File: src/rtl/sb_pkg.sv
// Shared types and constants for the register scoreboard.
// Optional macro SB_WAW_STALL_EN is consumed by reg_scoreboard.sv.
package sb_pkg;

  localparam int unsigned NUM_REGS_DEF = 32;
  localparam int unsigned REG_IDX_W    = 5;
  localparam int unsigned REG_SPACE    = 32;  // addressable by a 5-bit index
  localparam int unsigned STALL_W      = 16;

  typedef logic [REG_IDX_W-1:0] reg_idx_t;

  localparam reg_idx_t REG_ZERO = 5'd0;

endpackage

File: src/rtl/sb_reg_counter.sv
// One saturating pending-write counter: +1 on issue, -1/-2 on release,
// clamps at zero and flags the release that overran it.
module sb_reg_counter #(
  parameter int unsigned CNT_W = 2
) (
  input  logic             clk,
  input  logic             rst,
  input  logic             i_inc,
  input  logic             i_dec,
  input  logic             i_dec2,
  output logic [CNT_W-1:0] o_cnt,
  output logic             o_underflow_c
);

  localparam int unsigned     SUM_W = CNT_W + 2;
  localparam logic [SUM_W-1:0] MAX_S = SUM_W'((1 << CNT_W) - 1);

  logic [CNT_W-1:0] r_cnt;
  logic [SUM_W-1:0] w_sum;
  logic [SUM_W-1:0] w_sub;
  logic [SUM_W-1:0] w_diff;
  logic [CNT_W-1:0] w_next;

  // Net update evaluated wide enough that +1 and -2 never wrap.
  always_comb begin
    w_sum         = SUM_W'(r_cnt) + SUM_W'(i_inc);
    w_sub         = i_dec2 ? SUM_W'(2) : SUM_W'(i_dec);
    w_diff        = w_sum - w_sub;
    o_underflow_c = (w_sub > w_sum);
    w_next        = r_cnt;
    if (o_underflow_c) begin
      w_next = '0;
    end else if (w_diff > MAX_S) begin
      w_next = CNT_W'(MAX_S);
    end else begin
      w_next = CNT_W'(w_diff);
    end
  end

  always_ff @(posedge clk or posedge rst) begin
    if (rst) begin
      r_cnt <= '0;
    end else begin
      r_cnt <= w_next;
    end
  end

  assign o_cnt = r_cnt;

endmodule

File: src/rtl/reg_scoreboard.sv
// Register scoreboard: per-register pending-write counters gating issue.
// Define SB_WAW_STALL_EN to limit each register to one outstanding writer.
module reg_scoreboard
  import sb_pkg::*;
#(
  parameter int unsigned CNT_W    = 2,
  parameter int unsigned NUM_REGS = NUM_REGS_DEF
) (
  input  logic                clk,
  input  logic                rst,
  input  logic                issue_valid,
  input  logic [4:0]          issue_rs,
  input  logic [4:0]          issue_rt,
  input  logic                issue_uses_rs,
  input  logic                issue_uses_rt,
  input  logic                issue_writes,
  input  logic [4:0]          issue_rd,
  output logic                issue_ready,
  input  logic                wb_valid,
  input  logic [4:0]          wb_reg,
  input  logic                kill_valid,
  input  logic [4:0]          kill_reg,
  output logic [NUM_REGS-1:0] busy_mask,
  output logic [15:0]         stall_count,
  output logic                underflow_err
);

  localparam logic [CNT_W-1:0] CNT_MAX = '1;

  logic [CNT_W-1:0]     w_cnt [REG_SPACE];
  logic [REG_SPACE-1:0] w_uf;
  logic                 w_accept;
  logic                 w_rs_haz;
  logic                 w_rt_haz;
  logic                 w_rd_full;
  logic                 w_waw_haz;
  logic [STALL_W-1:0]   r_stall_count;
  logic                 r_underflow_err;

  // Count after a same-cycle writeback is nonzero.
  function automatic logic eff_nz(input logic [CNT_W-1:0] c, input logic wb_hit);
    return (c > CNT_W'(1)) || ((c == CNT_W'(1)) && !wb_hit);
  endfunction

  // Issue gate; untracked registers read back a zero count so never hazard.
  always_comb begin
    w_rs_haz  = issue_uses_rs &&
                eff_nz(w_cnt[issue_rs], wb_valid && (wb_reg == issue_rs));
    w_rt_haz  = issue_uses_rt &&
                eff_nz(w_cnt[issue_rt], wb_valid && (wb_reg == issue_rt));
    w_rd_full = issue_writes && (w_cnt[issue_rd] == CNT_MAX);
`ifdef SB_WAW_STALL_EN
    w_waw_haz = issue_writes && (issue_rd != REG_ZERO) &&
                eff_nz(w_cnt[issue_rd], wb_valid && (wb_reg == issue_rd));
`else
    w_waw_haz = 1'b0;
`endif
    issue_ready = !(w_rs_haz || w_rt_haz || w_rd_full || w_waw_haz);
  end

  assign w_accept = issue_valid && issue_ready;

  for (genvar gi = 0; gi < REG_SPACE; gi++) begin : g_reg
    if ((gi == 0) || (gi >= NUM_REGS)) begin : g_untracked
      assign w_cnt[gi] = '0;
      assign w_uf[gi]  = 1'b0;
    end else begin : g_tracked
      logic w_inc;
      logic w_wb;
      logic w_kill;

      assign w_inc  = w_accept && issue_writes && (issue_rd == reg_idx_t'(gi));
      assign w_wb   = wb_valid && (wb_reg == reg_idx_t'(gi));
      assign w_kill = kill_valid && (kill_reg == reg_idx_t'(gi));

      sb_reg_counter #(
        .CNT_W(CNT_W)
      ) u_cnt (
        .clk          (clk),
        .rst          (rst),
        .i_inc        (w_inc),
        .i_dec        (w_wb ^ w_kill),
        .i_dec2       (w_wb & w_kill),
        .o_cnt        (w_cnt[gi]),
        .o_underflow_c(w_uf[gi])
      );
    end
  end

  for (genvar gb = 0; gb < NUM_REGS; gb++) begin : g_busy
    assign busy_mask[gb] = |w_cnt[gb];
  end

  // Saturating stall counter and sticky underflow flag.
  always_ff @(posedge clk or posedge rst) begin
    if (rst) begin
      r_stall_count   <= '0;
      r_underflow_err <= 1'b0;
    end else begin
      if (issue_valid && !issue_ready && (r_stall_count != '1)) begin
        r_stall_count <= r_stall_count + STALL_W'(1);
      end
      if (|w_uf) begin
        r_underflow_err <= 1'b1;
      end
    end
  end

  assign stall_count   = r_stall_count;
  assign underflow_err = r_underflow_err;

endmodule

File: config.mk
export PLATFORM = sky130hd
export DESIGN_NAME = reg_scoreboard
export DESIGN_NICKNAME = d
export VERILOG_FILES = /design/src/rtl/sb_pkg.sv /design/src/rtl/sb_reg_counter.sv /design/src/rtl/reg_scoreboard.sv
export SDC_FILE = /design/constraint.sdc
export NUM_CORES = 1
export LEC_CHECK = 0
export CORE_MARGIN = 2
export CORE_UTILIZATION = 28
export DETAILED_ROUTE_END_ITERATION = 8
export MAX_ROUTING_LAYER = met4
export REMOVE_ABC_BUFFERS = 1
export SYNTH_ARGS = -nofsm -noshare
export SYNTH_HDL_FRONTEND = slang
export SYNTH_SLANG_ARGS = --single-unit
export TNS_END_PERCENT = 20
File: constraint.sdc
create_clock -name clk -period 5 [get_ports clk]
set_input_delay 1 -clock clk [delete_from_list [all_inputs] [get_ports clk]]
set_output_delay 1 -clock clk [all_outputs]
set_load 0.005 [all_outputs]
==> metrics.txt, run 1 <==
pin slew with the least headroom to its limit=625 ps; Power, Total=3.66 mW; Finish-stage setup viols=0; Max Clock Freq=a little over 200 MHz; DIE AREA=36400 um2; Critical-path top delay cell=mux4_2; crit path max fanout=7; share of flip-flops with an asynchronous set or reset=between 90% and 100%; clk_lat worst skew=360 ps; clock skew=between 6 and 7 ps; r2r setup slk=470 ps; status=completed; final instance area=12900 um2; dominant cell type by area after synthesis=dfrtp_1; Crit. End Element=flip-flop; HP Class=reg -> reg; RePlAce Congestion=0.992; ranking of synthesized cells by area=dfrtp_1, ha_1, fa_1; Worst Reg-to-Reg Cells=17; WHS Path Cells=1; Netlist cell types=57; relative slew slack=approximately three fifths; Critical Path Start Type=primary input; Worst Path Buf+Inv=4; Non-Filler Instances=1736; Root Driver=clkbuf_16; Initial Util=28.3%; largest net degree at the start of global routing=45; EDFF count, synth=0; initial antenna violation count=1; filler instances=3470; Iteration-0 DRC Markers=758; maximum clock path buffer count=2; Syn Inst Count=between 1000 and 1500; die height=191 um; crit path kind=in -> reg; final period demand of the worst path=4900 ps; hold path endpoint=stall_count[12]; Util after Layout=between 30% and 40%; core footprint=34500 um2; CTS buffer count=9; Yosys Warn Count=0; clk slew on worst S/H paths=60 ps; DP Cell Count=1709; CP max stage delay=between 500 and 600 ps; Final ANT Viol Nets=0; H-tree depth=3; Synth Register Bits=around 80; Area Growth Syn to Fin=31.7%; critical path arrival=5150 ps; global-route wire length before repair=51300 um; final period utilization=98.0%; vias per cell=around 5; DR WL/cell=19.2 um; pwr dens=284 nW/um2; CTS sink cnt=79; overall routed net length=33400 um; maximum vdd drop=0.128 mV; detailed-route via count=between 8000 and 9000; CTS tree=built; TritonRoute pass-1 iters=5; Slew Viols, Final=0; CTS Hold Bufs=0; Storage cell area=roughly 2000 um2; P_leak=6.10 nW; Final TNS setup=0 ps; multi-input logic area=approximately 7100 um2; critical path depth=18; reg-to-reg endpoint=underflow_err; total gr overflow=0; I/O Buffers=just over 80; HP Start=stall_count[12]; ys flop type=dfrtp_1; Final nets=1526; num rows=between 60 and 70; Worst path top cell family by delay=simple AND/OR/NAND/NOR gates; Setup WS pre-CTS=-1290 ps; layout cells sized above 1=22.8%; most used cell, CP=ha_2; Avg Cell Area, Syn=approximately 9.0 um2; Post-Syn Area=around 9800 um2; WHS=497 ps; Yosys top cell area share=20.3%; DPL Wire Length=27000 um; Final Hold Vio Count=0; GRT Overall Usage=slightly below 20%; # IOs=83; post-synthesis sequential area ratio=between 20% and 30%; Die X=191 um; number of global-route vias before repair=8974; FF-to-FF Start=g_reg[13].g_tracked.u_cnt.o_cnt[1]; CP required=5250 ps; fin worst setup slack=99.6 ps; # DRC=0; crit-path cells=dlygate4sd2_1, buf_6, mux4_2, o211ai_1, a21oi_1, or3_1, and4b_2, nand2_8, buf_16, nor3_4, ha_2, inv_1, ha_2, fa_2, ha_4, nor4_4, nand4_1, or2_4; placed cell area=roughly 12000 um2; max_cap viols=0
layout make-up:
| class | count | share of cell area [%] |
|---|---|---|
| repair buffers | 225 | 15.9 |
| multi-input cells | 737 | 55.4 |
| clock buffers | 13 | 2.10 |
| flip-flops and latches | 79 | 15.4 |
| clock inverters | 3 | 0.311 |
| well taps | 455 | 4.43 |
| diodes | 1 | 0.0195 |
| inverters | 223 | 6.52 |
where the power goes:
group	internal [mW]	total, mW	switching (mW)
logic	0.841	1.65	0.807
registers	0.864	1.29	0.429
clock network	0.426	0.714	0.288
metal layers:
metal  vias up  global-route usage [%]  wire length [um]
li1       4080                       -                 -
met1      4310                    24.1             14100
met4         0                    8.23              1370
met3        67                    3.50              2270
met2       332                    30.6             15600
met5         -                       -                 0
timing repair:
action	CTS	global route
endpoints found under the setup margin	48	24
pin swaps	18	20
buffers inserted	9	1
resized for setup	62	54
gates cloned	2	1
synthesized netlist by cell type, types with 19 or more instances:
cell / count
a21oi_1: 22
a31oi_1: 55
dfrtp_1: 79
fa_1: 62
ha_1: 156
inv_1: 223
mux4_2: 21
nand2_1: 42
nand3_1: 34
nor2_1: 79
nor3_1: 25
nor4_1: 19
o31ai_1: 24
or2_2: 35
xor2_1: 22
worst max path at each step:
stage,endpoint,from
floorplan,underflow_err,issue_rs[1]
CTS,underflow_err,issue_rs[1]
global route,underflow_err,issue_rt[0]
global placement,underflow_err,issue_rs[0]
detailed placement,underflow_err,issue_rs[0]
finish,underflow_err,issue_rt[0]
registers in the layout (all words and copies together), names as in the netlist:
name,count
underflow_err,1
stall_count,16
g.g_tracked.u_cnt.o_cnt,62
cell families after synthesis:
logic type / share of synthesized area [%]
AO/OA/AOI/OAI: 9.37
multiplexers: 7.78
XOR/XNOR: 2.24
adder cells (fa/ha/maj): 32.7
buffers and inverters: 10.7
AND/OR/NAND/NOR: 16.9
other: 0.0384
flip-flops: 20.3
placed cells by master, fill, tap and decap left out, types with 11 or more instances in the layout:
cell             synthesis  final
mux2i_1                 11     11
nor2b_1                 17     17
clkdlybuf4s50_1          0     66
mux4_2                  21     21
nand4_1                 11     11
o31ai_1                 24     24
ha_1                   156    141
xor2_1                  22     22
fa_1                    62     60
inv_1                  223    220
nand2b_1                11     11
nor2_1                  79     78
ha_2                     0     11
buf_4                    3    130
a21oi_1                 22     22
nand2_1                 42     41
or2_2                   35     34
a31oi_1                 55     55
dfrtp_1                 79     79
nor3_1                  25     13
nand3_1                 34     34
Note: power is estimated with default switching activity, not from simulation.
==> inputs of run 2 (changes only) <==
CAP_MARGIN = 30   (was default)
==> results of run 2 <==
No change in the layout: final DEF, timing and power equal those of run 1.
==> inputs of run 3 (changes only) <==
MAX_ROUTING_LAYER = default   (was met4)
==> run 3 against run 2 <==
Compared with the run above: clock-buffer cell count shrank 1; power shrank 2.2%; register-to-register slack improved by 210 ps; routed wire length fell by 2.1%; via count decreased by 1.9%; clock skew is 7.8 ps higher; global-route usage down 0.63 points; critical endpoint unchanged; largest power group unchanged.
==> metrics.txt, run 3 (synthesized netlist as in run 1, its figures left out) <==
pin slew with the least headroom to its limit=550 ps (-75.9 ps); Int Power=2.06 mW (-3.4%); RSZ-0062 raised after global routing=yes; pwr dens=281 nW/um2 (-1.3%); # IOs=83 (unchanged); crit path max fanout=5 (-2); CTS tree=built; relative slew slack=63.4% (+5.1 points); RePlAce Congestion=0.993 (+0.10%); switching pwr=1.51 mW (-0.62%); Final nets=1517 (-0.59%); filler instances=3483 (+0.37%); Setup WS pre-CTS=-1120 ps (+167 ps); core footprint=34500 um2 (unchanged); DP Cell Count=1705 (-0.23%); CTS sink cnt=79 (unchanged); Util after Layout=37.0% (-0.36 points); Max Clock Freq=203 MHz (-0.76%); Iteration-0 DRC Markers=771 (+1.7%); CTS buffer count=9 (unchanged); overall routed net length=32600 um (-2.1%); n_diodes=0 (-1); Non-Filler Instances=1726 (-0.58%); max reg flops=62 (unchanged); final period demand of the worst path=4940 ps (+37.7 ps); Root Driver=clkbuf_16; final instance area=12700 um2 (-0.95%); HP Class=reg -> reg; DR WL/cell=18.9 um (-1.6%); Die X=191 um (unchanged); number of global-route vias before repair=9017 (+0.48%); maximum clock path buffer count=2 (unchanged); Initial Util=28.3% (unchanged); clk_lat worst skew=370 ps (about the same); Critical Path Start Type=primary input; placed cell area=12000 um2 (-0.15%); I/O Buffers=81 (unchanged); Power, Total=3.57 mW (-2.2%); r2r setup slk=680 ps (+210 ps); maximum vdd drop=0.134 mV (+4.7%); fin worst setup slack=61.9 ps (-37.7 ps); initial antenna violation count=1 (unchanged); CP required=5260 ps (about the same); switching share of power=42.4% (+0.68 points); Crit. End Element=flip-flop; Area Growth Syn to Fin=30.5%; layout cells sized above 1=22.5% (-0.31 points); vias per cell=5.00 (-1.3%); TritonRoute pass-1 iters=5 (unchanged); sequential power share=35.9% (+0.5 points); Final Hold Vio Count=0 (unchanged); Clk network pwr share=18.4% (-1.1 points); final period utilization=98.8% (+0.75 points); max_cap viols=0 (unchanged); global-route wire length before repair=51400 um (about the same); combinational fraction of design power=45.7% (+0.6 points); largest net degree at the start of global routing=36 (-20%); num rows=68 (unchanged); H-tree depth=3 (unchanged); clock skew=14.0 ps (+7.81 ps); most frequent cells in the layout=inv_1, ha_1, buf_4; critical path arrival=5200 ps (+50 ps); P_leak=5.93 nW (-2.8%); Slew Viols, Final=0 (unchanged); Final ANT Viol Nets=0 (unchanged); # DRC=0 (unchanged); clk slew on worst S/H paths=70 ps (about the same); die height=191 um (unchanged); GRT Overall Usage=18.7% (-0.63 points); crit path kind=in -> reg; DPL Wire Length=27000 um (about the same); total gr overflow=0 (unchanged); status=completed; DIE AREA=36400 um2 (unchanged); commonest non-fill, non-tap cell in the layout=inv_1; detailed-route via count=8622 (-1.9%); Finish-stage setup viols=0 (unchanged)
[run 3: changes by cell type in the layout (fill, tap and decap cells not counted), sizes merged, moves of 2 or more]
cell and change:
buf -10, clkbuf -4, clkdlybuf4s50 +6, clkinv +2, dlymetal6s2s -4
[run 3: routing by layer]
metal | part of all wire, % | up-vias | track usage [%] | routed length (um)
met1 | 44 | 4243 | 24.6 | 14200
met5 | 0.021 | - | 0 | 7
li1 | - | 4048 | - | -
met3 | 5.9 | 57 | 2.61 | 1920
met2 | 47 | 272 | 31.3 | 15500
met4 | 3.1 | 2 | 6.56 | 1010
[run 3: critical path, cell delays in order]
cell and delay, ps:
clkdlybuf4s50_1 510, xor2_1 210, nor4_1 360, nand3_1 280
a21oi_1 230, nor4_2 90, and4b_2 360, nand2_4 100
buf_6 170, nor3_2 160, ha_2 220, ha_1 130
inv_1 50, fa_1 430, ha_2 200, nor4_2 290
nand4_1 160, or2_4 250
[run 3: area by class of cell]
class                   count  area [um2]  area share, %
clock inverters             4        20.0          0.157
multi-input cells         738        7150           56.1
flip-flops and latches     79        1980           15.5
well taps                 455         569           4.47
clock buffers              12         256           2.01
repair buffers            215        1920           15.1
inverters                 223         838           6.58
[run 3: path summary, 6_finish.rpt]
| path | endpoint | from | cells after the start |
|---|---|---|---|
| worst max-delay path | underflow_err | wb_reg[2] | 18 |
| worst min-delay path | stall_count[7] | stall_count[7] | 1 |
| worst max register to register | underflow_err | g_reg[11].g_tracked.u_cnt.o_cnt[1] | 17 |
| worst min register to register | stall_count[7] | stall_count[7] | 1 |
| max in group asynchronous | g_reg[27].g_tracked.u_cnt.o_cnt[0] | rst | 3 |
| min in group asynchronous | g_reg[1].g_tracked.u_cnt.o_cnt[1] | rst | 2 |
[run 3: power by group through the flow]
stage	sequential, mW	clock [mW]	combinational [mW]
global placement	1.28	0	1.56
global route	1.32	0.695	1.87
finish	1.28	0.657	1.63
floorplan	1.09	0	1.04
CTS	1.28	0.667	1.64
detailed placement	1.28	0	1.59
[run 3: through the flow]
stage | hold WS, ps | setup TNS (ps)
floorplan | 477 | -74.4
global placement | 483 | -16680
detailed placement | 479 | -23370
CTS | 491 | 0
global route | 512 | -38.0
finish | 490 | 0
[run 3: what timing repair did]
| item | in CTS | in global routing |
|---|---|---|
| pin swaps | 29 | 8 |
| hold buffers | 0 | 0 |
| setup endpoints to repair | 35 | 18 |
| buffers inserted | 6 | 0 |
| hold endpoints to repair | 0 | 0 |
| gates resized for setup | 85 | 16 |
| cloned | 1 | 0 |
